==> src/rtl/tl_pkg.sv <==
// tl_pkg: shared state and light encodings for the traffic phase controller
package tl_pkg;
    typedef enum logic [1:0] {S_GREEN, S_YELLOW, S_ALL_RED, S_FORCED} tl_state_t;
    typedef enum logic [1:0] {L_RED = 2'b00, L_YELLOW = 2'b01, L_GREEN = 2'b10} tl_light_t;
endpackage

==> src/rtl/tl_rr_select.sv <==
// tl_rr_select: picks the next direction with demand after active_dir, else plain rotation
module tl_rr_select #(
    parameter int N_DIR = 4
) (
    input  logic [N_DIR-1:0]         demand,
    input  logic [$clog2(N_DIR)-1:0] active_dir,
    output logic [$clog2(N_DIR)-1:0] next_dir
);
    localparam int DW = $clog2(N_DIR);
    logic [DW-1:0] idx;
    // scan farthest to nearest so the nearest requester overwrites last and wins
    always_comb begin
        idx = '0;
        next_dir = DW'((int'(active_dir) + 1) % N_DIR);
        for (int k = N_DIR; k >= 1; k--) begin
            idx = DW'((int'(active_dir) + k) % N_DIR);
            next_dir = demand[idx] ? idx : next_dir;
        end
    end
endmodule

==> src/rtl/traffic_phase_ctrl.sv <==
// traffic_phase_ctrl: N-approach green/yellow/all-red phase controller with demand skip,
// hold and forced-red override; all outputs registered
module traffic_phase_ctrl
    import tl_pkg::*;
#(
    parameter int N_DIR      = 4,
    parameter int CNT_W      = 5,
    parameter int YELLOW_SEC = 3,
    parameter int ALLRED_SEC = 1
) (
    input  logic                     clk,
    input  logic                     reset,
    input  logic                     tick_sec,
    input  logic [N_DIR*CNT_W-1:0]   green_time,
    input  logic [N_DIR-1:0]         demand,
    input  logic                     hold,
    input  logic                     force_red,
    output logic [2*N_DIR-1:0]       light,
    output logic [$clog2(N_DIR)-1:0] active_dir,
    output logic [CNT_W-1:0]         left_time,
    output logic                     phase_start,
    output logic                     forced
);
    localparam int DW = $clog2(N_DIR);
    tl_state_t state, state_n;
    logic [CNT_W-1:0] timer, timer_n;
    logic [DW-1:0] dir_n, next_dir;
    logic [2*N_DIR-1:0] light_n;
    logic start_n;

    tl_rr_select #(.N_DIR(N_DIR)) u_rr (
        .demand    (demand),
        .active_dir(active_dir),
        .next_dir  (next_dir)
    );

    always_comb begin
        state_n = state;
        timer_n = timer;
        dir_n = active_dir;
        start_n = 1'b0;
        light_n = '0;
        if (force_red) begin
            state_n = S_FORCED;
            timer_n = '0;
        end else if (state == S_FORCED) begin
            state_n = S_ALL_RED;
            timer_n = CNT_W'(ALLRED_SEC);
        end else if (!hold && timer == '0) begin
            // expiry takes precedence over a coincident tick
            case (state)
                S_GREEN: begin
                    state_n = S_YELLOW;
                    timer_n = CNT_W'(YELLOW_SEC);
                end
                S_YELLOW: begin
                    state_n = S_ALL_RED;
                    timer_n = CNT_W'(ALLRED_SEC);
                end
                default: begin
                    state_n = S_GREEN;
                    dir_n = next_dir;
                    timer_n = green_time[int'(next_dir)*CNT_W +: CNT_W];
                    start_n = 1'b1;
                end
            endcase
        end else if (!hold && tick_sec) begin
            timer_n = timer - 1'b1;
        end
        for (int i = 0; i < N_DIR; i++)
            light_n[2*i +: 2] = (dir_n != DW'(i)) ? L_RED :
                                (state_n == S_GREEN) ? L_GREEN :
                                (state_n == S_YELLOW) ? L_YELLOW : L_RED;
    end

    always_ff @(posedge clk) begin
        if (reset) begin
            state <= S_ALL_RED;
            timer <= CNT_W'(ALLRED_SEC);
            active_dir <= DW'(N_DIR - 1);
            light <= '0;
            phase_start <= 1'b0;
            forced <= 1'b0;
        end else begin
            state <= state_n;
            timer <= timer_n;
            active_dir <= dir_n;
            light <= light_n;
            phase_start <= start_n;
            forced <= (state_n == S_FORCED);
        end
    end

    assign left_time = timer;
endmodule

==> config.mk <==
export PLATFORM = sky130hd
export DESIGN_NAME = traffic_phase_ctrl
export DESIGN_NICKNAME = d
export VERILOG_FILES = /design/src/rtl/tl_pkg.sv /design/src/rtl/tl_rr_select.sv /design/src/rtl/traffic_phase_ctrl.sv
export SDC_FILE = /design/constraint.sdc
export NUM_CORES = 1
export LEC_CHECK = 0
export ABC_CLOCK_PERIOD_IN_PS = 2600
export BUFFER_PORTS_ARGS = -buffer_cell sky130_fd_sc_hd__buf_4
export CORE_MARGIN = 8
export CORE_UTILIZATION = 48
export DETAILED_ROUTE_END_ITERATION = 8
export HOLD_SLACK_MARGIN = 0.03
export MAX_ROUTING_LAYER = met4
export PLACE_DENSITY = 0.81
export SLEW_MARGIN = 20
export SYNTH_ARGS = -nofsm -noshare
export SYNTH_HDL_FRONTEND = slang
export SYNTH_SLANG_ARGS = --single-unit
==> constraint.sdc <==
create_clock -name clk -period 2.6 [get_ports clk]
set_clock_uncertainty 0.05 [all_clocks]
set_input_delay 0.26 -clock clk [delete_from_list [all_inputs] [get_ports clk]]
set_output_delay 0.26 -clock clk [all_outputs]
set_load 0.05 [all_outputs]
# [Word level (Yosys, flattened, before mapping)]
# Index checks and enable logic that the tools add are counted.
[word_totals] regBits=19
[classes] add_sub_neg=5 n_mul=1 order_cmp=4 n_eq_ne=7 n_shift=1 n_mux=28 bitwise_logic=1 reduce_logical=16
[op_table] operator="2-to-1 mux 2 bit" n=12
[op_table] operator="variable part select 20 x 6 -> 5 bit" n=1
[op_table] operator="< comparator 2 x 3 -> 1 bit, second input constant" n=4
[op_table] operator="2-to-1 mux 5 bit" n=2
[op_table] operator="case mux 5 bit (2 select lines)" n=1
[op_table] operator="OR reduction 2 bit" n=5
[op_table] operator="binary-select mux 1 bit (select 2 bit)" n=4
[op_table] operator="2-to-1 mux 1 bit" n=8
[op_table] operator="zero test 5 bit" n=1
[op_table] operator="multiplier 2 x 3 -> 5 bit, second input constant" n=1
[op_table] operator="subtractor 5 x 1 -> 5 bit, second input constant" n=1
[op_table] operator="adder 2 x 1 -> 2 bit, second input constant" n=2
[op_table] operator="adder 2 bit, second input constant" n=2
[op_table] operator="equality test 2 x 1 -> 1 bit, second input constant" n=2
[op_table] operator="equality test 2 bit, second input constant" n=2
[op_table] operator="zero test 2 bit" n=2
[op_table] operator="inequality test 2 bit, second input constant" n=2
[op_table] operator="case mux 2 bit (2 select lines)" n=1
[op_table] operator="nonzero test 2 bit" n=2
[op_table] operator="nonzero test 4 bit" n=1
[op_table] operator="OR reduction 4 bit" n=1
[op_table] operator="OR reduction 3 bit" n=1
[op_table] operator="logical AND 1 bit" n=2
[op_table] operator="inequality test 2 x 1 -> 1 bit, second input constant" n=1
[op_table] operator="2 further kinds" n=2

# [Depth between registers and ports, before layout]
[logic_depth] ltp_word=13 ltp_mapped=7 mapped_depth_nobuf=7

# [Cells and area by module]
# From an unflattened synthesis, not the netlist that was laid out.
[unflattened] cells_unflattened=112 area_unflattened_um2=1057.3
[modules_own_cells] mod="traffic_phase_ctrl" n_inst=1 cells_each=95 area_per_inst_um2=950.9 seq_area_each_um2=380.4
[modules_own_cells] mod="tl_rr_select" n_inst=1 cells_each=17 area_per_inst_um2=106.4 seq_area_each_um2=0.0

# [Worst setup path after synthesis]
# No wires, ideal clock.
[synth_path] kind="register to register" start="register timer[0] (netlist: left_time[0])" end="register light[2]" setup_time_ns=0.073 arrival_time_ns=2.178 path_slack_ns=0.299 path_stages_with_launch=8 n_path_buf=0 path_cell_list="dfxtp_1 inv_1 ha_1 nor4b_4 nand4_1 nor2_1 mux2i_1 nor3b_2"
[synth_via] elab_chain_cells=8 word_cells_on_any_way=14 classes_between="eq/ne: 2; mux: 8; reduce/logical: 4"
[synth_rtl] item="start: declaration" line_no="traffic_phase_ctrl.sv:26" source="logic [CNT_W-1:0] timer, timer_n;"
[synth_rtl] item="start signal: assignment" line_no="traffic_phase_ctrl.sv:79" source="timer <= CNT_W'(ALLRED_SEC);"
[synth_rtl] item="start signal: assignment" line_no="traffic_phase_ctrl.sv:86" source="timer <= timer_n;"
[synth_rtl] item="zero test 5 bit (*)" line_no="traffic_phase_ctrl.sv:49" source="end else if (!hold && timer == '0) begin"
[synth_rtl] item="logical AND 1 bit (*)" line_no="traffic_phase_ctrl.sv:49"
[synth_rtl] item="2-to-1 mux 2 bit" line_no="traffic_phase_ctrl.sv:49"
[synth_rtl] item="2-to-1 mux 2 bit" line_no="traffic_phase_ctrl.sv:46" source="end else if (state == S_FORCED) begin"
[synth_rtl] item="2-to-1 mux 2 bit" line_no="traffic_phase_ctrl.sv:43" source="if (force_red) begin"
[synth_rtl] item="equality test 2 x 1 -> 1 bit" line_no="traffic_phase_ctrl.sv:73" source="(state_n == S_YELLOW) ? L_YELLOW : L_RED;"
[synth_rtl] item="2-to-1 mux 1 bit" line_no="traffic_phase_ctrl.sv:73"
[synth_rtl] item="2-to-1 mux 2 bit"
[synth_rtl] item="end signal: assignment" line_no="traffic_phase_ctrl.sv:88" source="light <= light_n;"
[synth_rtl] item="end: declaration" line_no="traffic_phase_ctrl.sv:18" source="output logic [2*N_DIR-1:0] light,"
# Mark *: on every way between the ends. The rest lies on a longest branch, timed or not.
# A chain may end at the register's enable or synchronous reset.

# [Final worst setup path]
[layout_path] start="register timer[0] (netlist: left_time[0])" end="register light[3]"
[layout_via] elab_chain_cells=7 word_cells_on_any_way=12 classes_between="eq/ne: 1; mux: 7; reduce/logical: 4"
[layout_rtl] item="zero test 5 bit (*)" line_no="traffic_phase_ctrl.sv:49"
[layout_rtl] item="logical AND 1 bit (*)" line_no="traffic_phase_ctrl.sv:49"
[layout_rtl] item="2-to-1 mux 2 bit" line_no="traffic_phase_ctrl.sv:49"
[layout_rtl] item="2-to-1 mux 2 bit" line_no="traffic_phase_ctrl.sv:46"
[layout_rtl] item="2-to-1 mux 2 bit" line_no="traffic_phase_ctrl.sv:43"
[layout_rtl] item="inequality test 2 x 1 -> 1 bit or zero test 2 bit (tied branches)" line_no="traffic_phase_ctrl.sv:71, traffic_phase_ctrl.sv:72"
[layout_rtl] item="OR reduction 2 bit (no line) or 2-to-1 mux 2 bit (tied branches)"
# Marked as above.

==> impl_results.md <==
* Synth Flop Type: dfxtp_1
* Hold-fix buffers, CTS at 0
* Number of DRC markers in iteration 0 at 36
* Slew @ Worst Pin at 0.454 ns
* Capture point of the worst reg-to-reg path: light[3]$_SDFF_PP0_
* Final ANT Viol Nets at 0
* Worst-skew pair later-pin latency at 0.30 ns
* Min Tclk post-route at 2.21 ns
* Max IR drop VDD at 385 µV
* Clk buf depth at 2
* Total global-route track usage at 15.1%
* CTS sink cnt at 19
* Hold crit path type: in2reg
* Post-synth top area cell: dfxtp_1
* Max Cap Viol at 0
* Initial Util at 49.1%
* Top-area cell type share of the netlist area at 32.1%
* Vias at 1222
* DR WL/cell at 14.7 µm
* Slew Viols, Final at 0
* Yosys cell types at 46
* # diodes at 0
* Hold Path End: phase_start$_SDFF_PP0_
* Share of post-route cells with drive strength above 1 at 33.5%
* Final setup vio count at 0
* Total gr overflow at 0
* Crit end category: flip-flop
* Gates resized, CTS repair at 0
* Vias per cell at 5.68
* Worst-path fanout max at 9
* Post-synth EDFFs at 0
* Clock Pin Slew Worst Setup and Hold Paths at 0.11 ns
* Reg2Reg Depth at 8
* Data required time of the worst path at 2.76 ns
* Sequential area share after synthesis at 32.1%
* Hold path depth at 2
* Vias in the first global route at 1221
* Nets at 217
* Leak at 0.715 nW
* Detailed Route WL at 3170 µm
* Pwr/cell area at 416 nW/µm²
* Synth Area per Inst at 8.52 µm²
* Die H at 65.7 µm
* Die X at 65.7 µm
* Final Wtd Congestion at 0.854
* Pwr Total at 0.000654 W
* Io pins at 46
* Hpwl dp at 2620 µm
* Slew headroom at 69.4%
* Final worst slack at 0.393 ns
* Post-route setup TNS at 0 ns
* 1st-pass router iterations at 4
* Row count at 18
* Die area at 4310 µm²
* Fin. Hold Viols at 0
* Type of the worst setup path: reg2reg
* Root buffer cell: clkbuf_4
* Hold Slack at 0.162 ns
* CTS tree: built
* H-tree levels at 1
* Net Count, Synth at 170
* Synth Cell Area at 1180 µm²
* Yosys warns at 0
* Fillers at 202
* CTS buffer count at 3
* First-pass GRT wire length at 5110 µm
* Hold Startpoint: force_red
* Core ar. at 2410 µm²
* Layout area overhead at 32.8%
* Setup bufs post-CTS at 0
* Synthesized instance count at 139
* Status: finished, final reports clean
* CP Launch Type: flip-flop
* Post-synth ARST share at 0%
* R2R Setup Slk at 0.39 ns
* Crit path DAT at 2.37 ns
* Initial antenna violation count at 0
* Dpl ws at 0.455 ns
* #FFs+latches synth at 19
* Reg2reg start: left_time[0]$_SDFFE_PP1P_
* Largest net degree at the start of global routing at 19
* Period utilization at 84.9%
* IO buf count at 45
* RSZ-0062 raised after global routing: false
* Fin util at 65.2%
* Fmax at 453 MHz
* Leading post-synthesis cells by cell area: dfxtp_1 (32%), mux2i_1 (7.6%), nor3_1 (4.7%), o21ai_0 (4.7%), inv_1 (3.5%)
* DRC violations left at 0
-- Yosys cell counts, drive strengths merged (2+ instances only) --
cell type and count:
nor2 11, and2 3, nand4 3, nor2b 3
nor4 2, dfxtp 19, o221ai 3, mux2i 9
inv 11, o21a 3, nand2 7, or3 3
nand3b 2, mux2 2, clkbuf 2, nor3b 4
ha 2, o21ai 11, o2111a 2, nor3 12
buf 3, a21oi 3, nand2b 2
-- layout make-up --
| class | count | area [µm²] | share of cell area [%] |
|---|---|---|---|
| inverter | 11 | 41.3 | 2.63 |
| clock buffer | 3 | 22.5 | 1.43 |
| sequential | 19 | 380 | 24.2 |
| clock inverter | 1 | 5.00 | 0.318 |
| multi-input combinational | 104 | 732 | 46.6 |
| tap | 30 | 37.5 | 2.39 |
| timing repair buffer | 47 | 353 | 22.5 |
-- power breakdown --
| group | internal, W | switching [W] | leakage [nW] |
|---|---|---|---|
| Combinational | 0.0000910 | 0.000105 | 0.543 |
| Sequential | 0.000299 | 0.0000120 | 0.154 |
| Clock | 0.0000573 | 0.0000886 | 0.0177 |
| Total | 0.000448 | 0.000206 | 0.715 |
-- layer usage --
metal  routed length (µm)  global-route usage (%)  up-vias
li1                     -                       -      601
met1                 1300                    15.7      566
met2                 1580                    26.2       49
met3                  243                    5.61        6
met4                   49                    3.54        0
met5                    0                       -        -
-- flip-flops by register name, summed over array words and instances (netlist names) --
signal	flops
left_time	5
phase_start	1
active_dir	2
forced	1
light	8
state	2
-- cell usage in the layout (no fill, tap or decap), types with 2 or more instances in the layout --
cell type / count
dfxtp_1: 19
mux2_2: 2
clkbuf_4: 3
nand4_1: 3
buf_4: 47
nand2b_1: 2
or3_1: 2
nor3b_1: 2
mux2i_1: 9
nor3_1: 11
a21oi_1: 3
inv_1: 11
ha_1: 2
nor4_1: 2
nand3b_1: 2
o2111a_1: 2
o221ai_1: 3
nand2_1: 7
nor3b_2: 2
o21a_1: 3
and2_1: 2
nor2b_1: 3
nor2_1: 11
o21ai_0: 11
-- worst max-delay path by stage --
stage / startpoint / end / slack, ns / depth (start not counted)
floorplan: left_time[0]$_SDFFE_PP1P_ / light[2]$_SDFF_PP0_ / 0.30 / 7
global placement: left_time[0]$_SDFFE_PP1P_ / light[4]$_SDFF_PP0_ / 0.57 / 7
detailed placement: left_time[0]$_SDFFE_PP1P_ / light[3]$_SDFF_PP0_ / 0.45 / 8
CTS: left_time[0]$_SDFFE_PP1P_ / light[3]$_SDFF_PP0_ / 0.41 / 8
global route: left_time[0]$_SDFFE_PP1P_ / light[3]$_SDFF_PP0_ / 0.22 / 8
finish: left_time[0]$_SDFFE_PP1P_ / light[3]$_SDFF_PP0_ / 0.39 / 8
-- stage by stage --
| step | cells | area (µm²) |
|---|---|---|
| after floorplan | 139 | 1180 |
| after global placement | 211 | 1540 |
| after detailed placement | 211 | 1540 |
| after CTS | 215 | 1570 |
| after global routing | 215 | 1570 |
| final | 215 | 1570 |
-- worst max-delay path, cell delays in order (launching register included) --
cell and delay, ns:
dfxtp_1 0.36, inv_1 0.10, ha_1 0.19, nor4b_4 0.37, nand4_1 0.25, nor2_1 0.23
mux2i_1 0.20, buf_4 0.17, nor3b_1 0.20
-- kinds of logic (layout without fill, tap and decap cells) --
| logic type | Yosys count | in the layout | share of synthesized area, % |
|---|---|---|---|
| AOI/OAI and AO/OA | 33 | 33 | 19.8 |
| adders and majority gates | 2 | 2 | 2.11 |
| xor gates and xnor gates | 1 | 1 | 0.740 |
| muxes | 11 | 11 | 9.51 |
| DFF | 19 | 19 | 32.1 |
| buffers and inverters | 16 | 62 | 6.03 |
| and+or+nand+nor | 57 | 57 | 29.7 |
Power figures use the tool's default switching activity.
